===== config.mk =====
export PLATFORM = sky130hd
export DESIGN_NAME = sync_fifo_ctrl
export DESIGN_NICKNAME = d
export VERILOG_FILES = /design/src/rtl/sync_fifo_ctrl.sv
export SDC_FILE = /design/constraint.sdc
export NUM_CORES = 1
export LEC_CHECK = 0
export BUFFER_PORTS_ARGS = -buffer_cell sky130_fd_sc_hd__buf_2
export CAP_MARGIN = 20
export CORE_ASPECT_RATIO = 0.75
export CORE_MARGIN = 2
export CORE_UTILIZATION = 35
export DETAILED_ROUTE_END_ITERATION = 7
export GPL_ROUTABILITY_DRIVEN = 1
export HOLD_SLACK_MARGIN = 0.12
export PLACE_DENSITY = 0.62
export SYNTH_ARGS = -nofsm -noshare
export SYNTH_HDL_FRONTEND = slang
export SYNTH_SLANG_ARGS = --single-unit

===== constraint.sdc =====
create_clock -name CLK -period 3.9 [get_ports CLK]
set_clock_uncertainty 0.15 [all_clocks]
set_input_delay 0.585 -clock CLK [delete_from_list [all_inputs] [get_ports CLK]]
set_output_delay 0.585 -clock CLK [all_outputs]
set_load 0.02 [all_outputs]

===== src/rtl/sync_fifo_ctrl.sv =====
// sync_fifo_ctrl: single-clock FIFO with registered read port, occupancy count,
// almost-full/almost-empty thresholds, synchronous flush and sticky error flags.
module sync_fifo_ctrl #(
  parameter int DATA_WD = 8,
  parameter int FIFO_DP = 8,
  parameter int PTR_WD  = $clog2(FIFO_DP) + 1,
  parameter int AF_LVL  = FIFO_DP - 2,
  parameter int AE_LVL  = 2
) (
  input  logic               CLK,
  input  logic               RST,
  input  logic               FLUSH,
  input  logic [DATA_WD-1:0] WR_DATA,
  input  logic               W_INC,
  input  logic               R_INC,
  output logic [DATA_WD-1:0] RD_DATA,
  output logic               RD_VALID,
  output logic               FULL,
  output logic               EMPTY,
  output logic               ALMOST_FULL,
  output logic               ALMOST_EMPTY,
  output logic [PTR_WD-1:0]  COUNT,
  output logic               OVERFLOW,
  output logic               UNDERFLOW
);

  localparam int AW = PTR_WD - 1;
  localparam logic [PTR_WD-1:0] DEPTH_C = PTR_WD'(FIFO_DP);
  localparam logic [PTR_WD-1:0] AF_C    = PTR_WD'(AF_LVL);
  localparam logic [PTR_WD-1:0] AE_C    = PTR_WD'(AE_LVL);
  localparam logic [PTR_WD-1:0] ONE_C   = PTR_WD'(1);

  logic [DATA_WD-1:0] mem_q [FIFO_DP];

  logic [PTR_WD-1:0]  wr_ptr_q, wr_ptr_d;
  logic [PTR_WD-1:0]  rd_ptr_q, rd_ptr_d;
  logic [PTR_WD-1:0]  count_q, count_d;
  logic [DATA_WD-1:0] rd_data_q, rd_data_d;
  logic               rd_valid_q, rd_valid_d;
  logic               ovf_q, ovf_d;
  logic               udf_q, udf_d;
  logic               wr_acc, rd_acc;
  logic [AW-1:0]      wr_addr, rd_addr;

  // Status flags decode from the registered count only, so they never see inputs.
  assign FULL         = (count_q == DEPTH_C);
  assign EMPTY        = (count_q == '0);
  assign ALMOST_FULL  = (count_q >= AF_C);
  assign ALMOST_EMPTY = (count_q <= AE_C);

  assign COUNT     = count_q;
  assign RD_DATA   = rd_data_q;
  assign RD_VALID  = rd_valid_q;
  assign OVERFLOW  = ovf_q;
  assign UNDERFLOW = udf_q;

  assign wr_addr = wr_ptr_q[AW-1:0];
  assign rd_addr = rd_ptr_q[AW-1:0];

  // Acceptance gated on current state; flush overrides all requests.
  always_comb begin
    wr_acc     = W_INC & ~FULL  & ~FLUSH;
    rd_acc     = R_INC & ~EMPTY & ~FLUSH;
    wr_ptr_d   = wr_ptr_q;
    rd_ptr_d   = rd_ptr_q;
    count_d    = count_q;
    rd_data_d  = rd_data_q;
    rd_valid_d = 1'b0;
    ovf_d      = ovf_q | (W_INC & FULL);
    udf_d      = udf_q | (R_INC & EMPTY);
    if (FLUSH) begin
      wr_ptr_d = '0;
      rd_ptr_d = '0;
      count_d  = '0;
      ovf_d    = 1'b0;
      udf_d    = 1'b0;
    end else begin
      if (wr_acc) wr_ptr_d = wr_ptr_q + ONE_C;
      if (rd_acc) begin
        rd_ptr_d   = rd_ptr_q + ONE_C;
        rd_data_d  = mem_q[rd_addr];
        rd_valid_d = 1'b1;
      end
      // Count tracks wr_ptr - rd_ptr; simultaneous accepts cancel.
      case ({wr_acc, rd_acc})
        2'b10:   count_d = count_q + ONE_C;
        2'b01:   count_d = count_q - ONE_C;
        default: count_d = count_q;
      endcase
    end
  end

  // Control state register with asynchronous reset.
  always_ff @(posedge CLK or posedge RST) begin
    if (RST) begin
      wr_ptr_q   <= '0;
      rd_ptr_q   <= '0;
      count_q    <= '0;
      rd_data_q  <= '0;
      rd_valid_q <= 1'b0;
      ovf_q      <= 1'b0;
      udf_q      <= 1'b0;
    end else begin
      wr_ptr_q   <= wr_ptr_d;
      rd_ptr_q   <= rd_ptr_d;
      count_q    <= count_d;
      rd_data_q  <= rd_data_d;
      rd_valid_q <= rd_valid_d;
      ovf_q      <= ovf_d;
      udf_q      <= udf_d;
    end
  end

  // Storage array; not reset, contents are only reachable through the pointers.
  always_ff @(posedge CLK) begin
    if (wr_acc) mem_q[wr_addr] <= WR_DATA;
  end

endmodule


==> results.sh, run 1 <==
export IMPL_run_status="complete, no violations"
export IMPL_track_usage_pct=13.0
export IMPL_crit_slowest_cell="nor4_1"
export IMPL_route_final_wire_length_mm=6.70
export IMPL_floorplan_core_area_sq_mm=0.0102
export IMPL_yosys_area_share_simple_pct=7.27
export IMPL_power_leakage_nw=1.48
export IMPL_synth_nets=235
export IMPL_mappedNetlistArea_sq_mm=0.00362
export IMPL_avgViaCountPerCell=4.98
export IMPL_io_pins=32
export IMPL_synth_compound_area_share_pct=5.61
export IMPL_chipWidth_microns=121
export IMPL_first_global_vias=1866
export IMPL_nFillCells=927
export IMPL_postRouteAntennaNets=0
export IMPL_power_clock_fraction_pct=31.0
export IMPL_numCtsBuffers=9
export IMPL_num_vias=1952
export IMPL_worst_setup_path_start_kind="flop"
export IMPL_cts_repair_timing_setup_buffer_count=0
export IMPL_ys_warn_count=0
export IMPL_timing_critical_path_max_delay_family="simple AND/OR/NAND/NOR gates"
export IMPL_largest_net_degree_at_the_start_of_global_routing=22
export IMPL_timing_worst_setup_path_type="flop to flop"
export IMPL_post_layout_net_count=268
export IMPL_port_buffer_count=31
export IMPL_max_slew_margin_rel_pct=39.2
export IMPL_final_min_period_over_clock_period_pct=68.7
export IMPL_root_buffer="clkbuf_16"
export IMPL_synth_seq_area_share_pct=67.7
export IMPL_placementRows=32
export IMPL_syn_area_per_cell_sq_um=16.6
export IMPL_crit_path_max_incr_delay_ns=0.65
export IMPL_dominantRegCellSynth="edfxtp_1"
export IMPL_power_ir_vdd_worst_v=0.000222
export IMPL_synth_area_mux_share_pct=12.7
export IMPL_crit_chain="nor4_1 -> nor3b_2 -> and2_4 -> ha_1 -> a21oi_1 -> a2bb2oi_1 -> a311o_1"
export IMPL_die_area_sq_mm=0.0112
export IMPL_maxSlewViolCount=0
export IMPL_worst_slew_pin_slew_ns=0.909
export IMPL_numClockSinks=85
export IMPL_drt_first_iter_violations=149
export IMPL_grt_setup_unrepaired="no"
export IMPL_synth_top_area_share_pct=53.1
export IMPL_cap_violations=0
export IMPL_synth_top_cells_by_area="edfxtp_1, dfrtp_1, mux4_2"
export IMPL_timing_fmax_ghz=0.373
export IMPL_yosys_area_share_xor_xnor_pct=1.45
export IMPL_layout_area_overhead_vs_synth_pct=15.3
export IMPL_synth_cell_types=44
export IMPL_post_layout_total_power_w=0.00273
export IMPL_critical_path_required_ns=3.97
export IMPL_endpoint_kind="flop"
export IMPL_synth_edf_count=64
export IMPL_synth_cells=218
export IMPL_detail_route_drc_violations=0
export IMPL_initial_antenna_violation_count=0
export IMPL_synthDominantAreaCellType="edfxtp_1"
export IMPL_place_ws_ns=0.796
export IMPL_finalWorstPathRequiredPeriod_ns=2.68
export IMPL_gpl_final_weighted_congestion=0.731
export IMPL_setup_slack_ns=1.22
export IMPL_cts_root_to_sink_buffers=2
export IMPL_power_report_internal_total_w=0.00188
export IMPL_drtPass1Iterations=4
export IMPL_synth_ff_latch_count=85
export IMPL_dp_area_sq_mm=0.00386
export IMPL_largest_driver_fanout_on_the_critical_path=14
export IMPL_stdcell_area_sq_mm=0.00417
export IMPL_power_share_sequential_pct=43.1
export IMPL_timing_hold_violations_final=0
export IMPL_grt_remaining_overflow=0
export IMPL_worstHoldPathType="input port to asynchronous set/reset pin"
export IMPL_netSwitchingPower_w=0.000849
export IMPL_async_flop_share_pct=24.7
export IMPL_arrival_ns=2.75
export IMPL_powerDensity_mw_per_mm2=655
export IMPL_tritoncts_clock_tree="yes"
export IMPL_share_comb_of_total_power_pct=25.9
export IMPL_number_of_diodes_added_for_antenna_fixing=0
export IMPL_yosys_area_share_adder_pct=1.66
export IMPL_wire_per_inst_microns=17.1
export IMPL_largest_family_of_logic_cells_by_synthesized_area="multiplexers"
export IMPL_worst_skew_pair_late_latency_ns=0.34
export IMPL_cts_htree_levels=3
export IMPL_chipHeight_microns=92.0
export IMPL_cts_hold_buffers=0
export IMPL_critical_path_n_buffers_inverters=0
export IMPL_share_of_layout_cells_above_drive_strength_1_pct=30.1
export IMPL_post_cts_resize_count=0
export IMPL_fin_setup_tns_ns=0
export IMPL_switching_share_pct=31.1
export IMPL_clk_pin_slew_worst_paths_ns=0.07
export IMPL_place_hpwl_mm=4.29
export IMPL_grt_first_pass_wirelength_mm=10.5
export IMPL_report_final_setup_viol=0
export IMPL_initial_core_util_pct=35.6
## flip-flops by register name (all words and copies together), names as in the netlist
register   cells
wr_ptr_q       3
OVERFLOW       1
COUNT          4
UNDERFLOW      1
mem_q         64
RD_VALID       1
rd_ptr_q       3
RD_DATA        8
## per-stage QoR
step | cells | utilization, % | hold WS, ns
final | 392 | 41.0 | 0.282
after global routing | 392 | 41.0 | 0.354
after CTS | 391 | 40.9 | 0.297
after detailed placement | 375 | 37.9 | 0.340
after global placement | 375 | 37.9 | 0.332
after floorplan | 218 | - | 0.396
## layout by cell type (no fill, tap or decap), drive strengths merged, types with 2 or more instances in the layout
| cell type | count |
|---|---|
| inv | 3 |
| o21ai | 2 |
| mux4 | 16 |
| nor3 | 3 |
| nand2 | 6 |
| or3 | 2 |
| dfrtp | 21 |
| nand2b | 2 |
| clkinv | 3 |
| nand3 | 3 |
| xnor2 | 2 |
| edfxtp | 64 |
| xor2 | 4 |
| nor4bb | 2 |
| nor2 | 24 |
| mux2i | 10 |
| a21oi | 16 |
| clkbuf | 9 |
| clkinvlp | 2 |
| nor3b | 2 |
| buf | 37 |
| ha | 4 |
| a211oi | 2 |
## power groups by stage
stage	clock [W]	sequential (W)	combinational, W
detailed placement	0	0.00119	0.000708
finish	0.000846	0.00118	0.000706
global route	0.000911	0.00119	0.000767
CTS	0.000867	0.00118	0.000711
floorplan	0	0.00122	0.000520
global placement	0	0.00119	0.000699
## metal layers
layer,track usage [%],part of all wire (%),up-vias
met1,18.2,48,986
met5,0,0,-
met4,5.36,1.5,0
li1,-,-,910
met3,3.92,5.5,10
met2,18.9,45,46
## cell families after synthesis
family / Yosys count
XOR/XNOR: 6
AO/OA/AOI/OAI: 29
AND/OR/NAND/NOR: 50
buffers and inverters: 17
multiplexers: 26
adder cells (fa/ha/maj): 5
flip-flops: 85
## synthesized netlist by cell type, types with 2 or more instances
cell type / number
nor3_1: 3
inv_1: 2
mux4_2: 16
buf_6: 7
nor2_1: 24
dfrtp_1: 21
o21ai_0: 2
or3_1: 2
nand2b_1: 2
nand3_1: 3
xor2_1: 4
buf_4: 2
edfxtp_1: 64
nor4bb_1: 2
nand2_1: 6
ha_1: 4
xnor2_1: 2
buf_2: 2
buf_1: 2
a21oi_1: 15
mux2i_1: 10
## path summary, 6_finish.rpt
path	startpoint	end	slack [ns]	depth (start not counted)
worst max-delay path	COUNT[1]	COUNT[3]	1.22	7
worst min-delay path	RST	RD_DATA[0]	0.28	2
worst max register to register	COUNT[1]	COUNT[3]	1.22	7
worst min register to register	OVERFLOW	OVERFLOW	0.35	2
max in group asynchronous	RST	RD_DATA[6]	2.77	2
min in group CLK	OVERFLOW	OVERFLOW	0.35	2
## worst register-to-register path, cell delays in order (launching register included)
cell	delay, ns
dfrtp_1	0.54
nor4_1	0.66
nor3b_2	0.12
and2_4	0.20
ha_1	0.34
a21oi_1	0.15
a2bb2oi_1	0.08
a311o_1	0.32
## final cells by class
cell class | count | area, sq um | area share, %
repair buffers | 37 | 204 | 4.89
clock inverters | 7 | 75.1 | 1.80
well taps | 136 | 170 | 4.08
inverters | 2 | 7.51 | 0.180
clock buffers | 9 | 225 | 5.40
flip-flops and latches | 85 | 2450 | 58.7
multi-input cells | 116 | 1040 | 24.9
Note: power is estimated with default switching activity, not from simulation.
==> run 2, diff against run 1 <==
- PLACE_DENSITY: 0.62 -> 0.63
- clock period: 3.9 -> 2.2 ns (I/O delays scaled with it)
==> run 2 against run 1 <==
Against the previous run:
- the flow now finishes with violations (negative setup slack)
- clock power up 71%
- via count up 2.1%
- core utilization up 2.5 points
- critical path type unchanged
- largest cell class unchanged
- highest routed layer unchanged
==> results.sh, run 2 (synthesis gave the netlist of run 1 again) <==
export IMPL_layout_cells_most_common="edfxtp_1"
export IMPL_floorplan_core_area_sq_mm=0.0102
export IMPL_grt_remaining_overflow=0
export IMPL_switching_share_pct=30.3
export IMPL_grt_setup_unrepaired="yes"
export IMPL_track_usage_pct=14.0
export IMPL_gpl_final_weighted_congestion=0.796
export IMPL_endpoint_kind="flop"
export IMPL_timing_worst_setup_path_type="flop to flop"
export IMPL_power_clock_fraction_pct=29.0
export IMPL_cts_htree_levels=3
export IMPL_powerDensity_mw_per_mm2=1130
export IMPL_detail_route_drc_violations=0
export IMPL_num_vias=1993
export IMPL_root_buffer="clkbuf_16"
export IMPL_core_util_final_pct=43.5
export IMPL_final_min_period_over_clock_period_pct=100
export IMPL_timing_fmax_ghz=0.453
export IMPL_avgViaCountPerCell=4.81
export IMPL_place_hpwl_mm=4.53
export IMPL_largest_driver_fanout_on_the_critical_path=6
export IMPL_clk_pin_slew_worst_paths_ns=0.06
export IMPL_share_of_layout_cells_above_drive_strength_1_pct=37.4
export IMPL_nFillCells=947
export IMPL_initial_core_util_pct=35.6
export IMPL_chipWidth_microns=121
export IMPL_multiInputGateArea_sq_mm=0.00111
export IMPL_maxSlewViolCount=0
export IMPL_arrival_ns=2.28
export IMPL_die_area_sq_mm=0.0112
export IMPL_largest_register="mem_q"
export IMPL_setup_slack_ns=-0.00901
export IMPL_chipHeight_microns=92.0
export IMPL_numClockSinks=85
export IMPL_violations="negative setup slack"
export IMPL_share_comb_of_total_power_pct=31.2
export IMPL_grt_first_pass_wirelength_mm=11.4
export IMPL_seq_area_sq_mm=0.00245
export IMPL_power_report_internal_total_w=0.00348
export IMPL_port_buffer_count=31
export IMPL_cap_violations=0
export IMPL_io_pins=32
export IMPL_initial_antenna_violation_count=0
export IMPL_cts_root_to_sink_buffers=2
export IMPL_numCtsBuffers=9
export IMPL_fin_setup_tns_ns=-0.00901
export IMPL_drtPass1Iterations=4
export IMPL_number_of_diodes_added_for_antenna_fixing=0
export IMPL_worstHoldPathType="input port to flop"
export IMPL_power_share_sequential_pct=39.7
export IMPL_worst_setup_path_start_kind="flop"
export IMPL_netSwitchingPower_w=0.00152
export IMPL_post_layout_net_count=290
export IMPL_postRouteAntennaNets=0
export IMPL_power_ir_vdd_worst_v=0.000504
export IMPL_critical_path_required_ns=2.27
export IMPL_largest_net_degree_at_the_start_of_global_routing=22
export IMPL_wire_per_inst_microns=16.8
export IMPL_first_global_vias=2049
export IMPL_max_slew_margin_rel_pct=41.2
export IMPL_final_cell_mix="edfxtp_1, buf_2, buf_4"
export IMPL_layout_area_overhead_vs_synth_pct=22.2
export IMPL_run_status="finished with violations"
export IMPL_timing_hold_violations_final=0
export IMPL_worst_slew_pin_slew_ns=0.879
export IMPL_placementRows=32
export IMPL_tritoncts_clock_tree="yes"
export IMPL_route_final_wire_length_mm=6.96
export IMPL_largest_register_ffs=64
export IMPL_worst_skew_pair_late_latency_ns=0.33
export IMPL_power_leakage_nw=1.59
export IMPL_report_final_setup_viol=1
export IMPL_finalWorstPathRequiredPeriod_ns=2.21
export IMPL_finalHoldWorstSlack_ns=0.122
export IMPL_drt_first_iter_violations=100
-- run 2: timing repair --
item / 4_1_cts / 5_1_grt
setup endpoints to repair: 0 / 26
buffers inserted: 0 / 0
hold buffers: 6 / 0
resized for setup: 0 / 3
hold endpoints to repair: 54 / 0
-- run 2: power groups by stage --
stage          clock network [W]  registers, W  logic, W
2_1_floorplan                  0       0.00217  0.000982
3_3_place_gp                   0       0.00202   0.00155
3_5_place_dp                   0       0.00202   0.00156
4_1_cts                  0.00149       0.00199   0.00157
5_1_grt                  0.00154       0.00201   0.00171
6_report                 0.00145       0.00199   0.00156
-- run 2: cell type report --
| type | count | share of cell area (%) |
|---|---|---|
| Inverter | 2 | 0.170 |
| Clock buffer | 11 | 5.27 |
| Multi-Input combinational cell | 116 | 25.2 |
| Timing Repair Buffer | 59 | 8.89 |
| Tap cell | 136 | 3.85 |
| Sequential cell | 85 | 55.4 |
| Clock inverter | 5 | 1.16 |
-- run 2: routing by layer --
metal | wire [microns] | global-route usage (%)
met1 | 3410 | 20.1
met2 | 3080 | 19.5
met3 | 316 | 5.04
met4 | 156 | 5.08
met5 | 0 | 0
-- run 2: worst paths after layout --
kind	cells after the start	from	slack, ns	to
worst max-delay path	7	COUNT[1]	-0.009	COUNT[3]
worst min-delay path	1	WR_DATA[4]	0.12	mem_q[2][4]
worst max register to register	7	COUNT[1]	-0.009	COUNT[3]
worst min register to register	2	UNDERFLOW	0.34	UNDERFLOW
max in group asynchronous	4	RST	1.21	COUNT[3]
min in group asynchronous	4	RST	0.43	RD_DATA[1]
-- run 2: metrics by stage --
step | setup WS [ns] | cell area, sq um | power, W | std cells
CTS | 0.00393 | 4410 | 0.00505 | 414
finish | -0.00901 | 4420 | 0.00500 | 414
floorplan | -0.226 | 3690 | 0.00315 | 218
global route | -0.0720 | 4420 | 0.00527 | 414
detailed placement | 0.00940 | 4070 | 0.00358 | 392
global placement | 0.0370 | 4070 | 0.00357 | 392
-- run 2: critical path, cell delays in order, from the launching register on --
cell       delay [ns]
dfrtp_1          0.38
or4b_4           0.58
nand2_4          0.10
and2_4           0.16
ha_4             0.21
a21oi_1          0.13
a2bb2oi_1        0.07
a311o_1          0.32
